--- config.mk ---
export PLATFORM = sky130hd
export DESIGN_NAME = alu_pipe_flat
export DESIGN_NICKNAME = d
export VERILOG_FILES = /design/src/rtl/alu_pipe_pkg.sv /design/src/rtl/alu_pipe_if.sv /design/src/rtl/alu_pipe_core.sv /design/src/rtl/alu_pipe.sv /design/src/flat_wrapper.sv
export SDC_FILE = /design/constraint.sdc
export NUM_CORES = 1
export LEC_CHECK = 0
export BUFFER_PORTS_ARGS = -buffer_cell sky130_fd_sc_hd__buf_2
export CORE_MARGIN = 4
export CORE_UTILIZATION = 55
export DETAILED_ROUTE_END_ITERATION = 8
export GPL_TIMING_DRIVEN = 1
export PLACE_DENSITY_LB_ADDON = 0.05
export SYNTH_ARGS = -nofsm -noshare
export SYNTH_HDL_FRONTEND = slang
export SYNTH_SLANG_ARGS = --single-unit
--- constraint.sdc ---
create_clock -name clk -period 3.8 [get_ports clk]
set_input_delay 0.95 -clock clk [delete_from_list [all_inputs] [get_ports clk]]
set_output_delay 0.95 -clock clk [all_outputs]
set_load 0.05 [all_outputs]
--- src/rtl/alu_pipe_pkg.sv ---
// Shared definitions for the pipelined ALU: FSM states, command encodings and
// the operand-requirement decode used by the capture logic.
// Optional multiply commands are enabled by defining ALU_PIPE_MUL_EN.
package alu_pipe_pkg;

   typedef enum logic [1:0] {StIdle, StWaitOpnd, StExec, StMul2} state_e;

   // Arithmetic commands (mode = 1)
   localparam int unsigned ACmdAdd    = 0;
   localparam int unsigned ACmdSub    = 1;
   localparam int unsigned ACmdAddCin = 2;
   localparam int unsigned ACmdSubCin = 3;
   localparam int unsigned ACmdIncA   = 4;
   localparam int unsigned ACmdDecA   = 5;
   localparam int unsigned ACmdIncB   = 6;
   localparam int unsigned ACmdDecB   = 7;
   localparam int unsigned ACmdCmp    = 8;
   localparam int unsigned ACmdMulInc = 9;
   localparam int unsigned ACmdMulShl = 10;

   // Logical commands (mode = 0)
   localparam int unsigned LCmdAnd  = 0;
   localparam int unsigned LCmdNand = 1;
   localparam int unsigned LCmdOr   = 2;
   localparam int unsigned LCmdNor  = 3;
   localparam int unsigned LCmdXor  = 4;
   localparam int unsigned LCmdXnor = 5;
   localparam int unsigned LCmdNotA = 6;
   localparam int unsigned LCmdNotB = 7;
   localparam int unsigned LCmdShrA = 8;
   localparam int unsigned LCmdShlA = 9;
   localparam int unsigned LCmdShrB = 10;
   localparam int unsigned LCmdShlB = 11;
   localparam int unsigned LCmdRol  = 12;
   localparam int unsigned LCmdRor  = 13;

   // Operand requirement masks: bit0 = A, bit1 = B
   localparam logic [1:0] NeedNone = 2'b00;
   localparam logic [1:0] NeedA    = 2'b01;
   localparam logic [1:0] NeedB    = 2'b10;
   localparam logic [1:0] NeedAB   = 2'b11;

   // Undefined commands need no operand so they complete straight away with ERR.
   function automatic logic [1:0] op_need(input logic mode, input int unsigned cmd);
      logic [1:0] need;
      need = NeedNone;
      if (mode) begin
         case (cmd)
            ACmdAdd, ACmdSub, ACmdAddCin, ACmdSubCin, ACmdCmp: need = NeedAB;
`ifdef ALU_PIPE_MUL_EN
            ACmdMulInc, ACmdMulShl: need = NeedAB;
`endif
            ACmdIncA, ACmdDecA: need = NeedA;
            ACmdIncB, ACmdDecB: need = NeedB;
            default: need = NeedNone;
         endcase
      end else begin
         case (cmd)
            LCmdAnd, LCmdNand, LCmdOr, LCmdNor, LCmdXor, LCmdXnor, LCmdRol, LCmdRor:
               need = NeedAB;
            LCmdNotA, LCmdShrA, LCmdShlA: need = NeedA;
            LCmdNotB, LCmdShrB, LCmdShlB: need = NeedB;
            default: need = NeedNone;
         endcase
      end
      return need;
   endfunction

endpackage

--- src/rtl/alu_pipe_if.sv ---
// Command/operand/result bundle of the pipelined ALU.
// master drives commands and operands, slave (the ALU) drives results.
interface alu_pipe_if #(
   parameter int unsigned DW = 8,
   parameter int unsigned CW = 4
);
   logic            ce;
   logic            mode;
   logic [CW-1:0]   cmd;
   logic [1:0]      inp_valid;
   logic [DW-1:0]   opa;
   logic [DW-1:0]   opb;
   logic            cin;
   logic [2*DW-1:0] res;
   logic            cout;
   logic            oflow;
   logic            err;
   logic            g;
   logic            e;
   logic            l;
   logic            res_valid;
   logic            busy;

   modport master (
      output ce, mode, cmd, inp_valid, opa, opb, cin,
      input  res, cout, oflow, err, g, e, l, res_valid, busy
   );

   modport slave (
      input  ce, mode, cmd, inp_valid, opa, opb, cin,
      output res, cout, oflow, err, g, e, l, res_valid, busy
   );
endinterface

--- src/rtl/alu_pipe_core.sv ---
// Combinational ALU datapath: captured operands and command in, result and flags out.
// The multiplier only exists when ALU_PIPE_MUL_EN is defined.
module alu_pipe_core
   import alu_pipe_pkg::*;
#(
   parameter int unsigned DW = 8,
   parameter int unsigned CW = 4
) (
   input  logic [DW-1:0]   a,
   input  logic [DW-1:0]   b,
   input  logic [CW-1:0]   cmd,
   input  logic            mode,
   input  logic            cin,
   output logic [2*DW-1:0] res,
   output logic            cout,
   output logic            oflow,
   output logic            err,
   output logic            g,
   output logic            e,
   output logic            l
);
   localparam int unsigned SW  = $clog2(DW);
   localparam logic [DW:0] One = {{DW{1'b0}}, 1'b1};

   int unsigned     cmd_int;
   logic [DW:0]     a_x, b_x, cin_x;
   logic [2*DW-1:0] rol_t, ror_t;
   logic            rot_err;

   assign cmd_int = 32'(cmd);
   assign a_x     = {1'b0, a};
   assign b_x     = {1'b0, b};
   assign cin_x   = {{DW{1'b0}}, cin};
   // Rotation via a doubled operand; the upper/lower half holds the rotated word.
   assign rol_t   = {a, a} << b[SW-1:0];
   assign ror_t   = {a, a} >> b[SW-1:0];
   assign rot_err = |(b >> SW);

`ifdef ALU_PIPE_MUL_EN
   logic [2*DW-1:0] mul_x, mul_y, prod;

   // Multiplier operands; 2*DW-bit product is the full RES width.
   always_comb begin
      if (cmd_int == ACmdMulShl) begin
         mul_x = {{(DW-1){1'b0}}, a, 1'b0};
         mul_y = {{(DW-1){1'b0}}, b_x};
      end else begin
         mul_x = {{(DW-1){1'b0}}, a_x + One};
         mul_y = {{(DW-1){1'b0}}, b_x + One};
      end
      prod = mul_x * mul_y;
   end
`endif

   logic [DW:0]   sum;
   logic [DW-1:0] lres;

   // Result and flag decode; bit DW of sum is the carry for adds, borrow for subtracts.
   always_comb begin
      sum   = '0;
      lres  = '0;
      res   = '0;
      cout  = 1'b0;
      oflow = 1'b0;
      err   = 1'b0;
      g     = 1'b0;
      e     = 1'b0;
      l     = 1'b0;
      if (mode) begin
         case (cmd_int)
            ACmdAdd, ACmdAddCin, ACmdIncA, ACmdIncB: begin
               case (cmd_int)
                  ACmdAdd:    sum = a_x + b_x;
                  ACmdAddCin: sum = a_x + b_x + cin_x;
                  ACmdIncA:   sum = a_x + One;
                  default:    sum = b_x + One;
               endcase
               res  = {{(DW-1){1'b0}}, sum};
               cout = sum[DW];
            end
            ACmdSub, ACmdSubCin, ACmdDecA, ACmdDecB: begin
               case (cmd_int)
                  ACmdSub:    sum = a_x - b_x;
                  ACmdSubCin: sum = a_x - b_x - cin_x;
                  ACmdDecA:   sum = a_x - One;
                  default:    sum = b_x - One;
               endcase
               res   = {{DW{1'b0}}, sum[DW-1:0]};
               oflow = sum[DW];
            end
            ACmdCmp: begin
               g = (a > b);
               e = (a == b);
               l = (a < b);
            end
`ifdef ALU_PIPE_MUL_EN
            ACmdMulInc, ACmdMulShl: res = prod;
`endif
            default: err = 1'b1;
         endcase
      end else begin
         case (cmd_int)
            LCmdAnd:  lres = a & b;
            LCmdNand: lres = ~(a & b);
            LCmdOr:   lres = a | b;
            LCmdNor:  lres = ~(a | b);
            LCmdXor:  lres = a ^ b;
            LCmdXnor: lres = ~(a ^ b);
            LCmdNotA: lres = ~a;
            LCmdNotB: lres = ~b;
            LCmdShrA: lres = a >> 1;
            LCmdShlA: lres = a << 1;
            LCmdShrB: lres = b >> 1;
            LCmdShlB: lres = b << 1;
            LCmdRol: begin
               lres = rol_t[2*DW-1:DW];
               err  = rot_err;
            end
            LCmdRor: begin
               lres = ror_t[DW-1:0];
               err  = rot_err;
            end
            default: err = 1'b1;
         endcase
         res = {{DW{1'b0}}, lres};
      end
   end

endmodule

--- src/rtl/alu_pipe.sv ---
// Pipelined ALU top: operand capture FSM, missing-operand timeout and registered outputs.
// Define ALU_PIPE_MUL_EN to enable MUL_INC/MUL_SHL (two-cycle latency via StMul2).
module alu_pipe
   import alu_pipe_pkg::*;
#(
   parameter int unsigned DW      = 8,
   parameter int unsigned CW      = 4,
   parameter int unsigned TIMEOUT = 16
) (
   input logic       clk,
   input logic       rst,
   alu_pipe_if.slave bus
);
   localparam logic [7:0] CntLast = 8'(TIMEOUT - 1);

   state_e          state_q;
   logic [7:0]      cnt_q;
   logic [1:0]      need_q;
   logic [DW-1:0]   a_q, b_q;
   logic [CW-1:0]   cmd_q;
   logic            mode_q, cin_q;
   logic [2*DW-1:0] res_q;
   logic            cout_q, oflow_q, err_q, g_q, e_q, l_q, res_valid_q;

   logic [1:0]      need_in;
   logic            op_mul;
   logic [2*DW-1:0] core_res;
   logic            core_cout, core_oflow, core_err, core_g, core_e, core_l;

   assign need_in = op_need(bus.mode, 32'(bus.cmd));

`ifdef ALU_PIPE_MUL_EN
   int unsigned cmd_q_int;
   assign cmd_q_int = 32'(cmd_q);
   assign op_mul    = mode_q && (cmd_q_int == ACmdMulInc || cmd_q_int == ACmdMulShl);
`else
   assign op_mul = 1'b0;
`endif

   alu_pipe_core #(
      .DW (DW),
      .CW (CW)
   ) u_core (
      .a     (a_q),
      .b     (b_q),
      .cmd   (cmd_q),
      .mode  (mode_q),
      .cin   (cin_q),
      .res   (core_res),
      .cout  (core_cout),
      .oflow (core_oflow),
      .err   (core_err),
      .g     (core_g),
      .e     (core_e),
      .l     (core_l)
   );

   // FSM, operand capture, timeout counter and registered outputs.
   always_ff @(posedge clk) begin
      if (rst) begin
         state_q     <= StIdle;
         cnt_q       <= '0;
         need_q      <= '0;
         a_q         <= '0;
         b_q         <= '0;
         cmd_q       <= '0;
         mode_q      <= 1'b0;
         cin_q       <= 1'b0;
         res_q       <= '0;
         cout_q      <= 1'b0;
         oflow_q     <= 1'b0;
         err_q       <= 1'b0;
         g_q         <= 1'b0;
         e_q         <= 1'b0;
         l_q         <= 1'b0;
         res_valid_q <= 1'b0;
      end else if (!bus.ce) begin
         // Everything holds; only the pulse is dropped so it cannot stretch.
         res_valid_q <= 1'b0;
      end else begin
         res_valid_q <= 1'b0;
         case (state_q)
            StIdle: begin
               if (bus.inp_valid != 2'b00) begin
                  mode_q <= bus.mode;
                  cmd_q  <= bus.cmd;
                  cin_q  <= bus.cin;
                  cnt_q  <= '0;
                  if (bus.inp_valid[0]) a_q <= bus.opa;
                  if (bus.inp_valid[1]) b_q <= bus.opb;
                  if ((bus.inp_valid & need_in) == need_in) begin
                     state_q <= StExec;
                  end else begin
                     need_q  <= need_in & ~bus.inp_valid;
                     state_q <= StWaitOpnd;
                  end
               end
            end
            StWaitOpnd: begin
               // Only the missing operand is taken; arrival wins over a same-cycle timeout.
               if ((bus.inp_valid & need_q) != 2'b00) begin
                  if (need_q[0]) a_q <= bus.opa;
                  if (need_q[1]) b_q <= bus.opb;
                  state_q <= StExec;
               end else if (cnt_q == CntLast) begin
                  res_q       <= '0;
                  cout_q      <= 1'b0;
                  oflow_q     <= 1'b0;
                  err_q       <= 1'b1;
                  g_q         <= 1'b0;
                  e_q         <= 1'b0;
                  l_q         <= 1'b0;
                  res_valid_q <= 1'b1;
                  state_q     <= StIdle;
               end else begin
                  cnt_q <= cnt_q + 8'd1;
               end
            end
            StExec:  state_q <= op_mul ? StMul2 : StIdle;
            StMul2:  state_q <= StIdle;
            default: state_q <= StIdle;
         endcase
         if (state_q == StMul2 || (state_q == StExec && !op_mul)) begin
            res_q       <= core_res;
            cout_q      <= core_cout;
            oflow_q     <= core_oflow;
            err_q       <= core_err;
            g_q         <= core_g;
            e_q         <= core_e;
            l_q         <= core_l;
            res_valid_q <= 1'b1;
         end
      end
   end

   assign bus.res       = res_q;
   assign bus.cout      = cout_q;
   assign bus.oflow     = oflow_q;
   assign bus.err       = err_q;
   assign bus.g         = g_q;
   assign bus.e         = e_q;
   assign bus.l         = l_q;
   assign bus.res_valid = res_valid_q;
   assign bus.busy      = (state_q == StWaitOpnd) || (state_q == StMul2);

endmodule

--- src/flat_wrapper.sv ---
// flat-port wrapper written by rule: the top's interface ports become plain ports
module alu_pipe_flat import alu_pipe_pkg::*;
#(
   parameter int unsigned DW      = 8,
   parameter int unsigned CW      = 4,
   parameter int unsigned TIMEOUT = 16
)
  (clk, rst, bus_ce, bus_mode, bus_cmd, bus_inp_valid, bus_opa, bus_opb, bus_cin, bus_res, bus_cout, bus_oflow, bus_err, bus_g, bus_e, bus_l, bus_res_valid, bus_busy);
  alu_pipe_if #(.DW(DW), .CW(CW)) bus_i ();
  input logic clk;
  input logic rst;
  input wire logic [$bits(bus_i.ce)-1:0] bus_ce;
  input wire logic [$bits(bus_i.mode)-1:0] bus_mode;
  input wire logic [$bits(bus_i.cmd)-1:0] bus_cmd;
  input wire logic [$bits(bus_i.inp_valid)-1:0] bus_inp_valid;
  input wire logic [$bits(bus_i.opa)-1:0] bus_opa;
  input wire logic [$bits(bus_i.opb)-1:0] bus_opb;
  input wire logic [$bits(bus_i.cin)-1:0] bus_cin;
  output wire logic [$bits(bus_i.res)-1:0] bus_res;
  output wire logic [$bits(bus_i.cout)-1:0] bus_cout;
  output wire logic [$bits(bus_i.oflow)-1:0] bus_oflow;
  output wire logic [$bits(bus_i.err)-1:0] bus_err;
  output wire logic [$bits(bus_i.g)-1:0] bus_g;
  output wire logic [$bits(bus_i.e)-1:0] bus_e;
  output wire logic [$bits(bus_i.l)-1:0] bus_l;
  output wire logic [$bits(bus_i.res_valid)-1:0] bus_res_valid;
  output wire logic [$bits(bus_i.busy)-1:0] bus_busy;
  assign bus_i.ce = bus_ce;
  assign bus_i.mode = bus_mode;
  assign bus_i.cmd = bus_cmd;
  assign bus_i.inp_valid = bus_inp_valid;
  assign bus_i.opa = bus_opa;
  assign bus_i.opb = bus_opb;
  assign bus_i.cin = bus_cin;
  assign bus_res = bus_i.res;
  assign bus_cout = bus_i.cout;
  assign bus_oflow = bus_i.oflow;
  assign bus_err = bus_i.err;
  assign bus_g = bus_i.g;
  assign bus_e = bus_i.e;
  assign bus_l = bus_i.l;
  assign bus_res_valid = bus_i.res_valid;
  assign bus_busy = bus_i.busy;
  alu_pipe #(.DW(DW), .CW(CW), .TIMEOUT(TIMEOUT)) u_core (.clk(clk), .rst(rst), .bus(bus_i));
endmodule
## Word level (Yosys, flattened, before mapping)

Memory sizes are Yosys's and may differ from the RTL's.
Cells that the tools add are included.

| storage, ports and cells | value |
|---|---|
| memories | 2 |
| bits in registers | 57 |
| memory bits (read-only) | 64 |

Memory list:

| memory | words | bits a word | read ports | clocked after memory_dff | wr ports | line | text |
|---|---|---|---|---|---|---|---|
| (no name shown) | 16 | 2 | 1 | 0 | 0 | alu_pipe_pkg.sv:48 | `case (cmd)` |
| (no name shown) | 16 | 2 | 1 | 0 | 0 | alu_pipe_pkg.sv:58 | `case (cmd)` |

| operators by class | value |
|---|---|
| order comparisons | 2 |
| reduce and logical (&&, ||, !) cells | 24 |
| shift operators | 2 |
| muxes and demuxes | 58 |
| $add $sub $neg | 9 |
| equality and inequality tests | 29 |
| bitwise logic cells | 14 |

Operators with widths:

| operator | number |
|---|---|
| case mux 8 bit (14 select lines) | 1 |
| two-way mux 8 bit | 11 |
| two-way mux 16 bit | 5 |
| case mux 9 bit (3 select lines) | 2 |
| case mux 8 bit (2 select lines) | 3 |
| NOT 8 bit | 5 |
| logical NOT 32 bit | 1 |
| two-way mux 1 bit | 28 |
| == test 4 bit (second input constant) | 6 |
| adder 8 x 1 -> 9 bit (second input constant) | 2 |
| case mux 9 bit (2 select lines) | 1 |
| subtractor 8 x 1 -> 9 bit (second input constant) | 2 |
| == test 4 x 3 -> 1 bit (second input constant) | 4 |
| << shifter 16 x 3 -> 16 bit | 1 |
| >> shifter 16 x 3 -> 8 bit | 1 |
| inequality test 2 bit (second input constant) | 6 |
| AND reduction 6 bit | 2 |
| OR reduction 12 bit | 1 |
| two-way mux 2 bit | 5 |
| nonzero test 2 bit | 5 |
| adder 8 x 8 -> 9 bit | 1 |
| adder 9 x 1 -> 9 bit | 1 |
| OR reduction 9 bit | 1 |
| subtractor 8 x 8 -> 9 bit | 1 |
| 29 further kinds | 42 |

## Logic depth before layout (Yosys ltp)

Gate-level depths: netlist of the first run.
An unclocked memory read counts as a cell.

| depth | value |
|---|---|
| word-level depth | 7 |
| depth in mapped cells | 13 |
| mapped depth without buffers | 12 |

## Cells and area by module

Synthesis of the first run repeated with hierarchy kept, for this count alone.

| unflattened totals | value |
|---|---|
| cell total of the unflattened synthesis | 840 |
| area total of the unflattened synthesis | 6,373.6 µm² |

By module, submodules not included:

| module | cells an instance | instances | area an instance (µm²) |
|---|---|---|---|
| alu_pipe_core | 586 | 1 | 4,023.9 |
| alu_pipe | 254 | 1 | 2,349.8 |

## Least setup slack after synthesis of the first run

OpenSTA, ideal clock, no wires.

| path | value |
|---|---|
| kind | register to register |
| from | register u_core.b_q[1] |
| to | register u_core.res_q[5], in the netlist u_core.bus.res[5] |
| clock period less this slack | 2.934 ns |
| stages on the path, launching flop included | 12 |
| path buffers | 2 |
| data required time | 3.678 ns |
| path slack | 0.866 ns |
| arrival time | 2.813 ns |
| cell sequence | dfxtp_1 > buf_4 > buf_2 > inv_1 > ha_1 > a211oi_1 > nor2_1 > nor4_1 > nand2_1 > xnor2_1 > and3_1 > o311a_1 |

| between the ends | value |
|---|---|
| cells in the longest elaborated chain, start to end | 6 |

RTL lines:

| what | line | text |
|---|---|---|
| from (decl) | alu_pipe.sv:19 | `logic [DW-1:0] a_q, b_q;` |
| from (signal assigned) | alu_pipe.sv:90 | `if (bus.inp_valid[1]) b_q <= bus.opb;` |
| from (signal assigned) | alu_pipe.sv:103 | `if (need_q[1]) b_q <= bus.opb;` |
| subtractor 8 x 8 -> 9 bit / adder 8 x 8 -> 9 bit (equally long branches) | -- |  |
| subtractor 9 x 1 -> 9 bit / adder 9 x 1 -> 9 bit (equally long branches) | alu_pipe_core.sv:84, alu_pipe_core.sv:74 |  |
| case mux 9 bit (3 select lines), on equally long branches | alu_pipe_core.sv:82, alu_pipe_core.sv:72 |  |
| case mux 9 bit (2 select lines) | alu_pipe_core.sv:70 | `case (cmd_int)` |
| two-way mux 16 bit * | alu_pipe_core.sv:69 | `if (mode) begin` |
| two-way mux 16 bit * | alu_pipe.sv:123 | `if (state_q == StMul2 \|\| (state_q == StExec && !op_mul)) begin` |
| to (signal assigned) | alu_pipe.sv:124 | `res_q <= core_res;` |
| to (decl) | alu_pipe.sv:22 | `logic [2*DW-1:0] res_q;` |

Every way passes the cells marked *; elsewhere a longest branch is shown, timed or not.
A chain may end at the register's enable or synchronous reset.

## Final worst setup path of the first run

| path | value |
|---|---|
| from | register u_core.a_q[0] |
| to | register u_core.res_q[6], in the netlist u_core.bus.res[6] |

| between the ends | value |
|---|---|
| cells in the longest elaborated chain, start to end | 6 |

RTL lines:

| what | line | text |
|---|---|---|
| from (decl) | alu_pipe.sv:19 |  |
| from (signal assigned) | alu_pipe.sv:89 | `if (bus.inp_valid[0]) a_q <= bus.opa;` |
| from (signal assigned) | alu_pipe.sv:102 | `if (need_q[0]) a_q <= bus.opa;` |
| subtractor 8 x 8 -> 9 bit / adder 8 x 8 -> 9 bit (equally long branches) | -- |  |
| subtractor 9 x 1 -> 9 bit / adder 9 x 1 -> 9 bit (equally long branches) | alu_pipe_core.sv:84, alu_pipe_core.sv:74 |  |
| case mux 9 bit (3 select lines), on equally long branches | alu_pipe_core.sv:82, alu_pipe_core.sv:72 |  |
| case mux 9 bit (2 select lines) | alu_pipe_core.sv:70 |  |
| two-way mux 16 bit * | alu_pipe_core.sv:69 |  |
| two-way mux 16 bit * | alu_pipe.sv:123 |  |

Marks and branches as above.

==> results of run 1 <==
==> power breakdown <==
| group | leakage [nW] | internal, W | total, W | switching [W] |
|---|---|---|---|---|
| clock | 0.0618 | 0.000217 | 0.000428 | 0.000211 |
| combinational | 2.07 | 0.000282 | 0.000771 | 0.000488 |
| sequential | 0.406 | 0.000544 | 0.000582 | 0.0000380 |
| total | 2.54 | 0.00104 | 0.00178 | 0.000737 |
==> synthesized netlist by cell type (16+ instances only) <==
| cell type | number | area [um^2] |
|---|---|---|
| mux2i_1 | 60 | 601 |
| nor2_1 | 97 | 364 |
| nand3_1 | 25 | 125 |
| xor2_1 | 18 | 158 |
| nand2_1 | 64 | 240 |
| inv_1 | 32 | 120 |
| dfxtp_1 | 50 | 1000 |
| ha_1 | 34 | 425 |
| buf_2 | 19 | 95.1 |
| xnor2_1 | 29 | 254 |
| a21oi_1 | 39 | 195 |
| o21ai_0 | 25 | 125 |
| buf_4 | 16 | 120 |
| nor3_1 | 34 | 170 |
| clkbuf_1 | 34 | 128 |
==> per-stage QoR <==
step	util (%)	area [um^2]
after global routing	60.4	6320
after CTS	60.4	6320
after global placement	59.2	6190
after detailed placement	59.2	6190
after floorplan	-	5990
final	60.4	6320
==> worst min path at each step <==
stage,end,slack [ns],cells after the start
2_1_floorplan,u_core.need_q[0],0.45,2
3_3_place_gp,u_core.bus.res[8],0.43,1
3_5_place_dp,u_core.bus.res[8],0.44,1
4_1_cts,u_core.bus.res[8],0.46,1
5_1_grt,u_core.bus.res[0],0.49,2
6_report,u_core.bus.res[8],0.46,1
==> critical path, delay by kind of cell (launching register included) <==
family	cells	cell delay, ns
flip-flops	1	0.71
adder cells (fa/ha/maj)	2	0.71
buffers and inverters	1	0.16
AND/OR/NAND/NOR	2	0.42
AO/OA/AOI/OAI	5	1.06
==> cell type report <==
cell class,instances,area (um^2),area share (%)
multi-input combinational,643,4480,71.0
clock inverter,2,38.8,0.614
sequential,50,1000,15.9
tap,136,170,2.69
inverter,34,128,2.02
timing repair buffer,69,410,6.50
clock buffer,6,82.6,1.31
==> registers in the layout, summed over array words and instances, names as in the netlist <==
name / cells
u_core.cin_q: 1
u_core.mode_q: 1
u_core.bus.err: 1
u_core.bus.cout: 1
u_core.a_q: 8
u_core.bus.g: 1
u_core.b_q: 8
u_core.bus.e: 1
u_core.state_q: 2
u_core.cmd_q: 4
u_core.bus.l: 1
u_core.bus.res_valid: 1
u_core.need_q: 2
u_core.bus.res: 9
u_core.cnt_q: 8
u_core.bus.oflow: 1
==> placed cells by master, fill, tap and decap left out, types with 9 or more instances in the layout <==
cell	netlist	final
xnor2_1	29	29
nor2b_1	11	11
nor2_1	97	97
xor2_1	18	18
ha_1	34	34
nand4_1	9	9
a21oi_1	39	39
and3_1	9	9
nand2_1	64	64
nor3_1	34	34
buf_2	19	43
inv_1	32	32
o21ai_0	25	25
mux2i_1	60	60
a211oi_1	11	11
o211ai_1	10	10
buf_4	16	26
o22ai_1	10	10
dfxtp_1	50	49
a22oi_1	9	9
nand3_1	25	25
==> cell families (layout without fill, tap and decap cells) <==
kind of cell / after synthesis / count (layout)
buf+inv: 109 / 111
flops: 50 / 50
other cells: 1 / 7
simple gates: 294 / 294
mux: 69 / 69
xor+xnor: 47 / 47
fa+ha+maj: 36 / 36
compound gates: 190 / 190
==> per-layer routing <==
layer | routed length, um | vias to the layer above
met5 | 0 | -
met4 | 1060 | 0
met3 | 2020 | 66
met2 | 9170 | 349
met1 | 8670 | 3019
li1 | - | 2900
==> results.json, run 1 <==
{
  "fin_crit_sh_pct": 84.4,
  "synth_fa_ha_area_share_pct": 7.80,
  "p_per_area_nw_per_um2": 282,
  "hold-worst-slack_ns": 0.460,
  "hp-class": "reg2reg",
  "grt_pass1_vias": 5913,
  "nFillCells": 1031,
  "yosysWarningCount": 0,
  "start_util_pct": 57.1,
  "final_nets": 866,
  "finalPower_w": 0.00178,
  "cpPeakStageDelay_ns": 0.71,
  "ant_nets": 0,
  "antenna_found_initial": 0,
  "cts_made_buffers": 5,
  "required_ns": 3.99,
  "port_buffers": 43,
  "cts.sinks": 50,
  "gp_congestion": 1.04,
  "cts_tree": "yes",
  "max_clock_freq_mhz": 312,
  "synth_mux_area_share_pct": 12.9,
  "critPathMaxFanout": 16,
  "wire_per_inst_um": 22.3,
  "cts_resized": 0,
  "synth-xor-area-share_pct": 6.89,
  "outcome": "completed",
  "cp-end-kind": "flop",
  "drtIter0Drc": 904,
  "min_from": "u_core.bus.res[8]",
  "finalNonFillerCells": 940,
  "yosysSeqAreaShare_pct": 16.8,
  "synthSimpleGateAreaFrac_pct": 24.1,
  "htreeDepth": 2,
  "drv_slew": 0,
  "grtUsageTotal_pct": 32.6,
  "fin_skew_ns": 0.0123,
  "path_cells": "inv_1, ha_1, fa_1, or2_1, a2111oi_1, a211oi_2, nor2b_1, a32o_1, o22ai_1, a221oi_2",
  "grt_start_max_net_pins": 48,
  "rr_endpoint": "u_core.bus.res[6]",
  "num_vias": 6334,
  "core_um2": 10500,
  "die_h_um": 112,
  "cts_root_buffer": "clkbuf_8",
  "synth_compound_area_share_pct": 23.0,
  "clock_path_buffers": 2,
  "synth_edf_count": 0,
  "worstSetupPathType": "reg2reg",
  "clock_latency_ns": 0.33,
  "fin_ws_ns": 0.592,
  "grt.overflow.total": 0,
  "wl_um": 20900,
  "grtUsageMet3_pct": 5.98,
  "cts_setup_buffers": 0,
  "synthFlopType": "dfxtp_1",
  "ys_types": 83,
  "rows": 37,
  "drive_above_1_share_pct": 12.8,
  "grt_util_met2_pct": 50.7,
  "maxCapViolCount": 0,
  "drc": 0,
  "leakagePower_nw": 2.54,
  "setup.worst_path.end": "u_core.bus.res[6]",
  "cp-start-kind": "flop",
  "die_w_um": 112,
  "r2r-start": "u_core.a_q[0]",
  "place_ws_ns": 0.723,
  "dieArea_um2": 12600,
  "rsz0062_at_grt": "false",
  "startpoint": "u_core.a_q[0]",
  "max_slew_margin_pct": 19.0,
  "ys_ff_latch": 50,
  "synth_top_family_by_area": "simple AND/OR/NAND/NOR gates",
  "dp.cells": 932,
  "synth_cells": 796,
  "avgSynthCellArea_um2": 7.50,
  "ff2ff_path_depth": 10,
  "worst_ep_arrival_time_ns": 3.39,
  "dr.pass1.iters": 7,
  "grt_pass1_wl_um": 32700,
  "worst_pin_slew_ns": 1.21,
  "final_hold_viol_count": 0,
  "async_reset_ff_share_pct": 0,
  "io_pins": 51,
  "area_growth_pct": 5.78,
  "vias_per_cell": 6.74,
  "path_clk_slew_ns": 0.10,
  "syn_area_um2": 5970,
  "ir_drop_mv": 0.232,
  "min_period_ns": 3.21,
  "diodes": 0,
  "tns_ns": 0,
  "reg2reg_slack_ns": 0.59,
  "busiest_layer": "met2",
  "grt_use_met1_pct": 43.6,
  "post-dp-hpwl_um": 15800,
  "cts_hold_buf": 0,
  "slowest_stage": "dfxtp_1",
  "setup_violations": 0
}
(Power assumes the default switching activity.)
==> run 2, diff against run 1 <==
--- a/config.mk
+++ b/config.mk
@@ -5,6 +5,7 @@
 export SDC_FILE = /design/constraint.sdc
 export NUM_CORES = 1
 export LEC_CHECK = 0
+export ABC_AREA = 1
 export BUFFER_PORTS_ARGS = -buffer_cell sky130_fd_sc_hd__buf_2
 export CORE_MARGIN = 4
 export CORE_UTILIZATION = 55
==> constraint.sdc (replaced) <==
create_clock -name clk -period 3.3 [get_ports clk]
set_input_delay 0.825 -clock clk [delete_from_list [all_inputs] [get_ports clk]]
set_output_delay 0.825 -clock clk [all_outputs]
set_load 0.05 [all_outputs]
==> results.json, run 2 <==
{
  "yosysSeqAreaShare_pct": 17.7,
  "antenna_found_initial": 0,
  "largest_reg_flops": 9,
  "yosysTopAreaCellShare_pct": 20.1,
  "grt_pass1_vias": 5947,
  "yosysMostFrequentCell": "nand2_1",
  "place_ws_ns": 0.555,
  "start_util_pct": 57.3,
  "cp_common_cell": "nand2_1",
  "cp-end-kind": "flop",
  "worst_ep_arrival_time_ns": 3.06,
  "synthFlopType": "dfxtp_1",
  "port_buffers": 43,
  "die_h_um": 109,
  "io_pins": 51,
  "hp-class": "reg2reg",
  "ant_nets": 0,
  "max_slew_margin_pct": 24.0,
  "final_nets": 1074,
  "cts_tree": "yes",
  "avgSynthCellArea_um2": 5.82,
  "clock_path_buffers": 2,
  "ir_drop_mv": 0.250,
  "tns_ns": 0,
  "async_reset_ff_share_pct": 0,
  "num_vias": 6787,
  "maxCapViolCount": 0,
  "dr.pass1.iters": 6,
  "cts_root_buffer": "clkbuf_8",
  "dieArea_um2": 12000,
  "grt_use_met1_pct": 46.3,
  "worst_pin_slew_ns": 1.14,
  "final_util_pct": 61.9,
  "critPathMaxFanout": 12,
  "cpPeakStageDelay_ns": 0.56,
  "min_period_ns": 2.80,
  "p_per_area_nw_per_um2": 414,
  "cp-start-kind": "flop",
  "cts_made_buffers": 5,
  "ys_top_cells_by_count": "nand2_1 (303), inv_1 (97), nand3_1 (96)",
  "cts_resized": 0,
  "grt_start_max_net_pins": 25,
  "grt_util_met2_pct": 49.7,
  "syn_area_um2": 5650,
  "rsz0062_at_grt": "false",
  "path_cells": "inv_1, ha_1, inv_1, nand2_1, nand2_1, inv_1, nand2_1, nand2_1, nand2_1, nor3_1, nand3b_1, nand3_1, nand3_1, nand2_1, a21oi_1",
  "grtUsageMet3_pct": 6.64,
  "ys_types": 51,
  "diodes": 0,
  "nFillCells": 1009,
  "gp_congestion": 1.05,
  "pwr-share-clk_pct": 15.9,
  "switching_share_pct": 51.3,
  "max_clock_freq_mhz": 357,
  "fin_skew_ns": 0.0101,
  "power.internal_w": 0.00123,
  "wl_um": 19700,
  "drtIter0Drc": 786,
  "synth_cells": 971,
  "area_growth_pct": 8.11,
  "required_ns": 3.56,
  "post-dp-hpwl_um": 15500,
  "multi_input_area_um2": 4050,
  "htreeDepth": 2,
  "drv_slew": 0,
  "grt_pass1_wl_um": 31100,
  "wire_per_inst_um": 17.2,
  "core_um2": 9860,
  "busiest_layer": "met2",
  "slowest_stage": "ha_1",
  "cts_setup_buffers": 0,
  "cts.sinks": 50,
  "drc": 0,
  "fin_crit_sh_pct": 84.8,
  "synth_top_area_cell": "nand2_1",
  "final_common_cell": "nand2_1",
  "outcome": "completed",
  "die_w_um": 109,
  "fin_ws_ns": 0.502,
  "drive_above_1_share_pct": 10.3,
  "yosysWarningCount": 0,
  "cts_hold_buf": 0,
  "leakagePower_nw": 2.80,
  "synth_area_leaders": "nand2_1 (20%), dfxtp_1 (18%), nand3_1 (8.5%)",
  "pwr-share-seq_pct": 28.3,
  "synth_edf_count": 0,
  "path_clk_slew_ns": 0.11,
  "vias_per_cell": 5.93,
  "setup_violations": 0,
  "rows": 36,
  "worstSetupPathType": "reg2reg",
  "reg2reg_slack_ns": 0.50,
  "power.switching_w": 0.00130,
  "area.sequential_um2": 1000,
  "final_hold_viol_count": 0,
  "most-common-layout-cells": "nand2_1 (303), inv_1 (97), nand3_1 (96)",
  "clock_latency_ns": 0.32,
  "ys_ff_latch": 50,
  "combPwrFrac_pct": 55.7,
  "grtUsageTotal_pct": 33.5,
  "grt.overflow.total": 0
}
==> run 2: per-stage QoR <==
step / instances / cell area, um^2 / power [W] / hold slack (ns)
4_1_cts: 1145 / 6110 / 0.00249 / 0.467
2_1_floorplan: 977 / 5670 / 0.00171 / 0.439
6_report: 1145 / 6110 / 0.00253 / 0.465
5_1_grt: 1145 / 6110 / 0.00270 / 0.489
3_3_place_gp: 1137 / 6010 / 0.00209 / 0.447
3_5_place_dp: 1137 / 6010 / 0.00209 / 0.452
==> run 2: logic make-up after synthesis <==
logic type | synth area share [%]
simple gates | 41.2
compound gates | 20.4
buf+inv | 10.9
flops | 17.7
fa+ha+maj | 8.24
xor+xnor | 0.930
mux | 0.532
other cells | 0.0664
==> run 2: worst paths after layout <==
path / from / end / cells after the start
max: u_core.a_q[3] / u_core.bus.res[4] / 15
min: u_core.bus.e / u_core.bus.e / 2
max reg2reg: u_core.a_q[3] / u_core.bus.res[4] / 15
min reg2reg: u_core.bus.e / u_core.bus.e / 2
==> run 2: area by class of cell <==
| type | instances | share of cell area [%] |
|---|---|---|
| timing repair buffer | 67 | 6.48 |
| sequential | 50 | 16.4 |
| clock buffer | 5 | 1.13 |
| multi-input combinational | 783 | 66.4 |
| clock inverter | 3 | 0.471 |
| tap | 133 | 2.73 |
| inverter | 104 | 6.43 |
==> run 2: layer usage <==
layer | wire length, um | vias to the layer above
met3 | 2070 | 93
met5 | 0 | -
li1 | - | 3305
met2 | 8080 | 417
met1 | 8380 | 2972
met4 | 1210 | 0
==> run 2: power groups by stage <==
| stage | Combinational, W | Clock [W] | Sequential (W) |
|---|---|---|---|
| after floorplan | 0.000986 | 0 | 0.000725 |
| after global placement | 0.00136 | 0 | 0.000727 |
| after detailed placement | 0.00136 | 0 | 0.000726 |
| after CTS | 0.00137 | 0.000407 | 0.000713 |
| after global routing | 0.00154 | 0.000437 | 0.000722 |
| final | 0.00141 | 0.000403 | 0.000717 |
==> run 2: critical path, delay by kind of cell, from the launching register on <==
family,cells,cell delay (ns)
AO/OA/AOI/OAI,1,0.11
flip-flops,1,0.49
buffers and inverters,3,0.39
AND/OR/NAND/NOR,10,1.16
adder cells (fa/ha/maj),1,0.56
==> run 3, diff against run 2 <==
==> constraint.sdc (replaced) <==
create_clock -name clk -period 2.85 [get_ports clk]
set_input_delay 0.7125 -clock clk [delete_from_list [all_inputs] [get_ports clk]]
set_output_delay 0.7125 -clock clk [all_outputs]
set_load 0.05 [all_outputs]
==> results.json, run 3 (synthesis gave the netlist of run 2 again) <==
{
  "min_period_ns": 2.67,
  "area_growth_pct": 11.0,
  "worstSetupPathType": "reg2reg",
  "most-common-layout-cells": "nand2_1 (303), inv_1 (97), nand3_1 (96)",
  "setup_violations": 0,
  "leakagePower_nw": 2.90,
  "dpl-instance-area_um2": 6130,
  "wire_per_inst_um": 17.5,
  "rsz0062_at_grt": "false",
  "p_per_area_nw_per_um2": 492,
  "drive_above_1_share_pct": 12.3,
  "io_pins": 51,
  "htreeDepth": 2,
  "ir_drop_mv": 0.274,
  "clock_latency_ns": 0.32,
  "drv_slew": 0,
  "cts_tree": "yes",
  "tns_ns": 0,
  "required_ns": 3.12,
  "die_w_um": 109,
  "cts_root_buffer": "clkbuf_8",
  "cts.sinks": 50,
  "grt_pass1_wl_um": 31800,
  "grt_start_max_net_pins": 26,
  "rows": 36,
  "cts_setup_buffers": 0,
  "finalPower_w": 0.00309,
  "start_util_pct": 57.3,
  "fin_skew_ns": 0.0117,
  "num_vias": 6910,
  "dieArea_um2": 12000,
  "dr.pass1.iters": 9,
  "final_hold_viol_count": 0,
  "cts_resized": 0,
  "antenna_found_initial": 0,
  "diodes": 0,
  "max_clock_freq_mhz": 375,
  "final_area_um2": 6270,
  "grt_pass1_vias": 6117,
  "outcome": "completed",
  "hp-class": "reg2reg",
  "final_util_pct": 63.6,
  "drtIter0Drc": 721,
  "final_nets": 1090,
  "nFillCells": 973,
  "drc": 0,
  "final_common_cell": "nand2_1",
  "fin_ws_ns": 0.184,
  "clock_path_buffers": 2,
  "largest_reg_flops": 9,
  "maxCapViolCount": 0,
  "critPathMaxFanout": 13,
  "port_buffers": 43,
  "place_ws_ns": 0.171,
  "cp-end-kind": "flop",
  "cp-start-kind": "flop",
  "worst_pin_slew_ns": 1.12,
  "cts_hold_buf": 0,
  "cts_made_buffers": 5,
  "fin_crit_sh_pct": 93.5,
  "gp_congestion": 1.07,
  "grt.overflow.total": 0,
  "grtUsageTotal_pct": 34.5,
  "post-dp-hpwl_um": 16200,
  "max_slew_margin_pct": 25.1,
  "vias_per_cell": 5.95,
  "ant_nets": 0,
  "worst_ep_arrival_time_ns": 2.93,
  "path_clk_slew_ns": 0.10,
  "wl_um": 20300,
  "core_um2": 9860,
  "die_h_um": 109
}
[run 3: cell count changes in the layout (fill, tap and decap cells not counted), moves of 2 or more]
cell      previous run  this run
dfxtp_2              0         2
dfxtp_1             50        48
clkinv_4             2         0
nor3_1              18        16
buf_4               24        40
nor3_2               0         2
[run 3: area by class of cell]
cell class | count | area [um^2] | share of cell area [%]
repair buffers | 83 | 515 | 8.22
well taps | 133 | 166 | 2.65
clock inverters | 3 | 48.8 | 0.778
flip-flops and latches | 50 | 1000 | 16.0
multi-input cells | 783 | 4070 | 65.0
inverters | 104 | 393 | 6.27
clock buffers | 5 | 68.8 | 1.10
[run 3: metrics by stage]
step	hold WS (ns)	cells
after floorplan	0.439	977
after global placement	0.448	1153
after detailed placement	0.455	1153
after CTS	0.470	1161
after global routing	0.489	1161
final	0.466	1161
[run 3: layer usage]
layer	vias to the layer above	share of wire [%]	routed length [um]	global-route usage (%)
met1	3029	42	8460	46.0
li1	3348	-	-	-
met3	97	11	2150	7.57
met5	-	0	0	0
met2	436	41	8270	50.7
met4	0	7.1	1440	20.9
[run 3: path summary, 6_finish.rpt]
check / startpoint / to / slack [ns] / depth (start not counted)
worst min-delay path: u_core.bus.g / u_core.bus.g / 0.47 / 2
worst max-delay path: u_core.cmd_q[3] / u_core.bus.res[7] / 0.18 / 9
worst min register to register: u_core.bus.g / u_core.bus.g / 0.47 / 2
worst max register to register: u_core.cmd_q[3] / u_core.bus.res[7] / 0.18 / 9
[run 3: worst max-delay path: stages, from the launching register on]
cell and delay (ns):
dfxtp_1 0.50, nor2_1 0.25, inv_1 0.11, nor2_1 0.85, nand2_1 0.11, o2111ai_1 0.15
nor2_1 0.08, a41oi_1 0.32, nand2_1 0.12, a21oi_2 0.11
[run 3: where the power goes]
group	internal (W)	leakage (nW)	switching (W)
clock	0.000268	0.0563	0.000282
combinational	0.000530	2.43	0.00118
sequential	0.000751	0.409	0.0000695
total	0.00155	2.90	0.00154
